File: src/rtl/mm_acc_pkg.sv
// Shared types and widths for the mm_acc accumulator buffer and its tile sequencer.
package mm_acc_pkg;

  localparam int unsigned ACC_ADDR_W = 11;
  localparam int unsigned ACC_KP_W   = 8;

  typedef enum logic [1:0] {
    IDLE      = 2'd0,
    PRELOAD   = 2'd1,
    ACCUM     = 2'd2,
    SWAP_WAIT = 2'd3
  } comp_state_e;

  typedef enum logic [1:0] {
    ACC_W8   = 2'd0,
    ACC_W16  = 2'd1,
    ACC_W32  = 2'd2,
    ACC_WRSV = 2'd3
  } acc_width_e;

endpackage

File: src/rtl/mm_acc_st_seq.sv
// Store-drain sequencer: walks the finished bank from row 0 to rows-1 under st_ready backpressure.
module mm_acc_st_seq
  import mm_acc_pkg::*;
#(
  parameter int unsigned ADDR_W = ACC_ADDR_W
) (
  input  logic              clk,
  input  logic              rst,
  input  logic              start,
  input  logic [ADDR_W-1:0] rows,
  input  logic              st_ready,
  output logic              st_rd_val,
  output logic [ADDR_W-1:0] st_rd_addr,
  output logic              st_last,
  output logic              drain_done
);

  logic [ADDR_W-1:0] rows_q;

  assign st_last = st_rd_val & (st_rd_addr == rows_q - ADDR_W'(1));

  always_ff @(posedge clk or posedge rst) begin
    if (rst) begin
      st_rd_val  <= 1'b0;
      st_rd_addr <= '0;
      rows_q     <= '0;
      drain_done <= 1'b0;
    end else begin
      drain_done <= 1'b0;
      if (start) begin
        st_rd_val  <= 1'b1;
        st_rd_addr <= '0;
        rows_q     <= rows;
      end else if (st_rd_val && st_ready) begin
        if (st_last) begin
          st_rd_val  <= 1'b0;
          st_rd_addr <= '0;
          drain_done <= 1'b1;
        end else begin
          st_rd_addr <= st_rd_addr + ADDR_W'(1);
        end
      end
    end
  end

endmodule

File: src/rtl/mm_acc_ctrl.sv
// Tile sequencer for mm_acc: preload, K accumulation passes over M rows, then bank swap and drain.
// Optional MM_ACC_CTRL_PERF_EN adds saturating busy/stall cycle counters.
module mm_acc_ctrl
  import mm_acc_pkg::*;
#(
  parameter int unsigned ADDR_W = ACC_ADDR_W,
  parameter int unsigned KP_W   = ACC_KP_W
) (
  input  logic              clk,
  input  logic              rst,
  input  logic              cfg_valid,
  output logic              cfg_ready,
  input  logic [ADDR_W-1:0] cfg_rows,
  input  logic [KP_W-1:0]   cfg_kpasses,
  input  logic [1:0]        cfg_width,
  input  logic [4:0]        cfg_byte_shft,
  input  logic              cfg_preload,
  input  logic              psum_val,
  input  logic              pl_val,
  output logic              pl_ready,
  input  logic              st_ready,
  output logic              acc_wr_en,
  output logic [ADDR_W-1:0] acc_wr_addr,
  output logic [1:0]        acc_width,
  output logic [4:0]        byte_shft,
  output logic              acc_en,
  output logic              ping_pong,
  output logic              preload_acc_en,
  output logic [ADDR_W-1:0] preload_wr_addr,
  output logic [ADDR_W-1:0] st_rd_addr,
  output logic              st_rd_val,
  output logic              st_last,
  output logic              busy,
  output logic              tile_done,
  output logic              drain_done,
  output logic              cfg_err,
`ifdef MM_ACC_CTRL_PERF_EN
  output logic [31:0]       perf_busy_cyc,
  output logic [31:0]       perf_stall_cyc,
`endif
  output logic              seq_err
);

  comp_state_e       state;
  acc_width_e        width_q;
  logic [ADDR_W-1:0] row, rows_q;
  logic [KP_W-1:0]   pass, kp_q;
  logic              pre_q;
  logic              cfg_hs, cfg_bad, row_last, pass_last, swap_go;

  assign cfg_hs    = cfg_valid & cfg_ready;
  assign cfg_bad   = (cfg_rows == '0) | (cfg_kpasses == '0);
  assign row_last  = (row == rows_q - ADDR_W'(1));
  assign pass_last = (pass == kp_q - KP_W'(1));
  assign swap_go   = (state == SWAP_WAIT) & ~st_rd_val;

  // Write-side controls are same-cycle so they line up with the array's data beat.
  assign busy            = (state != IDLE);
  assign pl_ready        = (state == PRELOAD);
  assign preload_acc_en  = pl_ready & pl_val;
  assign preload_wr_addr = pl_ready ? row : '0;
  assign acc_wr_en       = (state == ACCUM) & psum_val;
  assign acc_wr_addr     = (state == ACCUM) ? row : '0;
  assign acc_en          = (state == ACCUM) & ~((pass == '0) & ~pre_q);
  assign acc_width       = width_q;

  always_ff @(posedge clk or posedge rst) begin
    if (rst) begin
      state     <= IDLE;
      row       <= '0;
      pass      <= '0;
      rows_q    <= '0;
      kp_q      <= '0;
      pre_q     <= 1'b0;
      width_q   <= ACC_W8;
      byte_shft <= '0;
      cfg_ready <= 1'b0;
      ping_pong <= 1'b0;
      tile_done <= 1'b0;
      cfg_err   <= 1'b0;
      seq_err   <= 1'b0;
    end else begin
      tile_done <= 1'b0;
      cfg_err   <= 1'b0;
      if (psum_val && state != ACCUM) seq_err <= 1'b1;
      case (state)
        IDLE: begin
          cfg_ready <= 1'b1;
          if (cfg_hs) begin
            if (cfg_bad) begin
              cfg_err <= 1'b1;
            end else begin
              rows_q    <= cfg_rows;
              kp_q      <= cfg_kpasses;
              pre_q     <= cfg_preload;
              width_q   <= acc_width_e'(cfg_width);
              byte_shft <= cfg_byte_shft;
              row       <= '0;
              pass      <= '0;
              cfg_ready <= 1'b0;
              state     <= cfg_preload ? PRELOAD : ACCUM;
            end
          end
        end
        PRELOAD: begin
          if (pl_val) begin
            if (row_last) begin
              row   <= '0;
              state <= ACCUM;
            end else begin
              row <= row + ADDR_W'(1);
            end
          end
        end
        ACCUM: begin
          if (psum_val) begin
            if (row_last) begin
              row <= '0;
              if (pass_last) begin
                pass  <= '0;
                state <= SWAP_WAIT;
              end else begin
                pass <= pass + KP_W'(1);
              end
            end else begin
              row <= row + ADDR_W'(1);
            end
          end
        end
        SWAP_WAIT: begin
          // Swap only once the previous bank has fully drained.
          if (swap_go) begin
            ping_pong <= ~ping_pong;
            tile_done <= 1'b1;
            cfg_ready <= 1'b1;
            state     <= IDLE;
          end
        end
        default: state <= IDLE;
      endcase
    end
  end

  mm_acc_st_seq #(.ADDR_W(ADDR_W)) u_st_seq (
    .clk        (clk),
    .rst        (rst),
    .start      (swap_go),
    .rows       (rows_q),
    .st_ready   (st_ready),
    .st_rd_val  (st_rd_val),
    .st_rd_addr (st_rd_addr),
    .st_last    (st_last),
    .drain_done (drain_done)
  );

`ifdef MM_ACC_CTRL_PERF_EN
  logic [1:0]  stall_inc;
  logic [32:0] stall_sum;

  assign stall_inc = 2'(state == SWAP_WAIT) + 2'(st_rd_val & ~st_ready);
  assign stall_sum = {1'b0, perf_stall_cyc} + 33'(stall_inc);

  always_ff @(posedge clk or posedge rst) begin
    if (rst) begin
      perf_busy_cyc  <= '0;
      perf_stall_cyc <= '0;
    end else begin
      if (busy && perf_busy_cyc != '1) perf_busy_cyc <= perf_busy_cyc + 32'd1;
      perf_stall_cyc <= stall_sum[32] ? '1 : stall_sum[31:0];
    end
  end
`endif

endmodule

File: config.mk
export PLATFORM = sky130hd
export DESIGN_NAME = mm_acc_ctrl
export DESIGN_NICKNAME = d
export VERILOG_FILES = /design/src/rtl/mm_acc_pkg.sv /design/src/rtl/mm_acc_st_seq.sv /design/src/rtl/mm_acc_ctrl.sv
export SDC_FILE = /design/constraint.sdc
export NUM_CORES = 1
export LEC_CHECK = 0
export BUFFER_PORTS_ARGS = -buffer_cell sky130_fd_sc_hd__clkbuf_2
export CAP_MARGIN = 40
export CORE_MARGIN = 3
export CORE_UTILIZATION = 38
export DETAILED_ROUTE_END_ITERATION = 16
export PLACE_DENSITY = 0.63
export SKIP_CTS_REPAIR_TIMING = 1
export SLEW_MARGIN = 20
export SYNTH_ARGS = -nofsm -noshare
export SYNTH_HDL_FRONTEND = slang
export SYNTH_HIERARCHICAL = 1
export SYNTH_SLANG_ARGS = --single-unit
export TNS_END_PERCENT = 100
File: constraint.sdc
create_clock -name clk -period 2.51 [get_ports clk]
set_input_delay 0.251 -clock clk [delete_from_list [all_inputs] [get_ports clk]]
set_output_delay 0.251 -clock clk [all_outputs]
set_load 0.02 [all_outputs]
==> impl_metrics.tcl <==
set metrics [dict create \
    status "finished, violations left" \
    violations "setup timing" \
    seqCellArea_um2 1930 \
    dp.cells 759 \
    holdCritPathClass "primary input to flip-flop" \
    setup_viol 10 \
    grt_pass1_wl_mm 20.2 \
    area_delta_synth_final_pct 30.3 \
    final_nets 656 \
    synth.most_common_cell "dfrtp_1" \
    setup_ws_ps -326 \
    core_um2 12100 \
    cts_tree "built" \
    yosysUniqueCellTypes 59 \
    p_per_area_nw_per_um2 576 \
    synth_edf_count 0 \
    wl_met1_mm 5.42 \
    dr_wl_met2_mm 6.05 \
    antenna_found_initial 0 \
    grt_max_degree 31 \
    skew_ps 8.34 \
    instances_no_fill 785 \
    rsz0062_at_grt "yes" \
    cp_max_fo 7 \
    synth-async-reset-ratio_pct 100 \
    end_kind "output port" \
    ir_drop_mv 0.623 \
    die_w_um 118 \
    io_buffers 85 \
    slew_violations 0 \
    globalRoute.totalOverflow 0 \
    placedInstanceArea_um2 5660 \
    holdWs_ps 138 \
    avgSynthCellArea_um2 9.76 \
    final_cell_area_um2 6190 \
    worstSkewPairLatency_ps 340 \
    yosysTopAreaCell "dfrtp_1" \
    critPathLaunchType "flip-flop" \
    multiInputGateArea_um2 2820 \
    worst_pin_slew_ps 514 \
    num-fill-cells 1105 \
    cts_buffer_depth 2 \
    num_vias 4152 \
    max_cap_viol_count 0 \
    fmax_ghz 0.353 \
    cts_buffers 9 \
    hpwl_mm 9.20 \
    synth-seq-cells 77 \
    ant_nets 0 \
    netlist_instances 487 \
    synth_common_cells "dfrtp_1 (77), mux2_2 (36), nand2_1 (35), nor2_1 (31)" \
    path_clk_slew_ps 60 \
    die_y_um 118 \
    min_period_ps 2840 \
    required_ps 2260 \
    finalSetupTns_ps -1830 \
    syn-num-nets 531 \
    wire_per_inst_um 15.5 \
    worstSetupPathType "flip-flop to output port" \
    yosysSeqAreaShare_pct 40.5 \
    synth_area_um2 4750 \
    period_share_pct 113 \
    cts-root-buf "clkbuf_16" \
    avgViaCountPerCell 5.29 \
    ys_warn_count 6 \
    wl_met3_um 614 \
    floorplan.initialDensity_pct 39.2 \
    cts_max_level 3 \
    post-synth-top-area-fraction_pct 40.5 \
    grtUsageTotal_pct 17.7 \
    p_leak_uw 0.00303 \
    num_rows 40 \
    dieArea_um2 13900 \
    highest_layer "met4" \
    diodes 0 \
    ys_top_cells_by_area "dfrtp_1 (41%), mux2_2 (8.5%), xor2_1 (4.8%)" \
    ios 86 \
    hold_viol 0 \
    drc 0 \
    grt_pass1_vias 4082 \
    dr.first_iter.drc_count 228 \
    synth_flop_cell "dfrtp_1" \
    cts_sinks 77 \
    arrival_ps 2590 \
    maxSlewHeadroom_pct 65.5 \
    dr.pass1.iters 4 \
    routabilityCongestion 0.844 \
    drt-total-wl_mm 12.2 \
    drive_gt1_share_pct 38.9 \
]
## flip-flops by register name, indices dropped and copies added, names as in the netlist, 2 cells and up
name                 cells
rows_q                  11
byte_shft                5
u_st_seq/rows_q         11
pass                     8
u_st_seq/st_rd_addr     11
kp_q                     8
state                    2
acc_width                2
row                     11
## layout by cell type, fill, tap and decap left out, drive strengths merged, types with 2 or more instances in the layout
master / netlist / layout
o21ai: 16 / 16
nand4: 11 / 11
or3: 8 / 8
a211o: 2 / 2
o22ai: 4 / 4
clkbuf: 11 / 95
buf: 9 / 50
nand3: 16 / 16
clkinv: 0 / 3
o41ai: 2 / 2
o2111ai: 2 / 2
and3: 12 / 12
nor2: 31 / 31
ha: 11 / 11
nor3: 16 / 16
o31ai: 3 / 3
nand3b: 4 / 4
a31oi: 8 / 8
a21o: 2 / 2
nor4: 12 / 12
nand2b: 3 / 3
nor4b: 3 / 3
or4: 5 / 5
a41oi: 4 / 4
nand2: 35 / 35
o311ai: 3 / 3
mux2i: 4 / 4
and2: 21 / 21
inv: 26 / 27
dfrtp: 77 / 77
a21oi: 17 / 17
mux2: 36 / 36
o21a: 2 / 2
a211oi: 9 / 9
nor3b: 4 / 4
o211ai: 2 / 2
xnor2: 20 / 20
xor2: 26 / 26
## critical path: stages (launching register included)
cell      delay [ps]
dfrtp_1          400
or4_4            590
or4_4            450
a211oi_4         250
o311ai_4         140
nor3_4           260
buf_6            150
## metrics by stage
stage | total power (uW) | worst slack (ps) | utilization, %
3_3_place_gp | 2270 | 8.32 | 46.6
3_5_place_dp | 2290 | -115 | 46.7
4_1_cts | 3580 | -433 | 49.2
2_1_floorplan | 2070 | 2.95 | -
6_report | 3570 | -326 | 51.1
5_1_grt | 3760 | -402 | 51.1
## cell families (layout without fill, tap and decap cells)
kind of cell    after synthesis  in the layout  share of synthesized area, %
compound gates               80             80                          12.1
buf+inv                      47            177                          4.87
mux                          40             40                          9.37
flops                        77             77                          40.5
fa+ha+maj                    11             11                          2.90
simple gates                186            186                          21.8
xor+xnor                     46             46                          8.48
## power breakdown
group	total, uW	leakage, uW	switching (uW)	internal, uW
Clock	1270	0.000142	541	732
Combinational	807	0.00188	472	335
Sequential	1490	0.00100	148	1340
Total	3570	0.00303	1160	2410
## worst paths after layout
path	from	end	slack, ps	cells past startpoint
setup / recovery	u_st_seq/rows_q[1]	st_last	-330	6
hold / removal	cfg_byte_shft[3]	byte_shft[3]	140	2
setup reg to reg	u_st_seq/rows_q[1]	u_st_seq/st_rd_addr[6]	-180	8
hold reg to reg	seq_err	seq_err	460	1
max in group asynchronous	rst	rows_q[2]	1460	4
min in group asynchronous	rst	kp_q[1]	430	3
## final cells by class
| class | count | share of cell area, % |
|---|---|---|
| Multi-Input combinational cell | 363 | 45.6 |
| Sequential cell | 77 | 31.2 |
| Timing Repair Buffer | 135 | 13.5 |
| Clock buffer | 11 | 4.08 |
| Tap cell | 168 | 3.39 |
| Inverter | 26 | 1.58 |
| Clock inverter | 5 | 0.687 |
## per-layer routing
layer	up-vias	GRT usage (%)
met4	0	3.96
met1	2033	22.6
met3	9	4.28
met5	-	0
met2	108	30.3
li1	2002	-
Power figures use the tool's default switching activity.
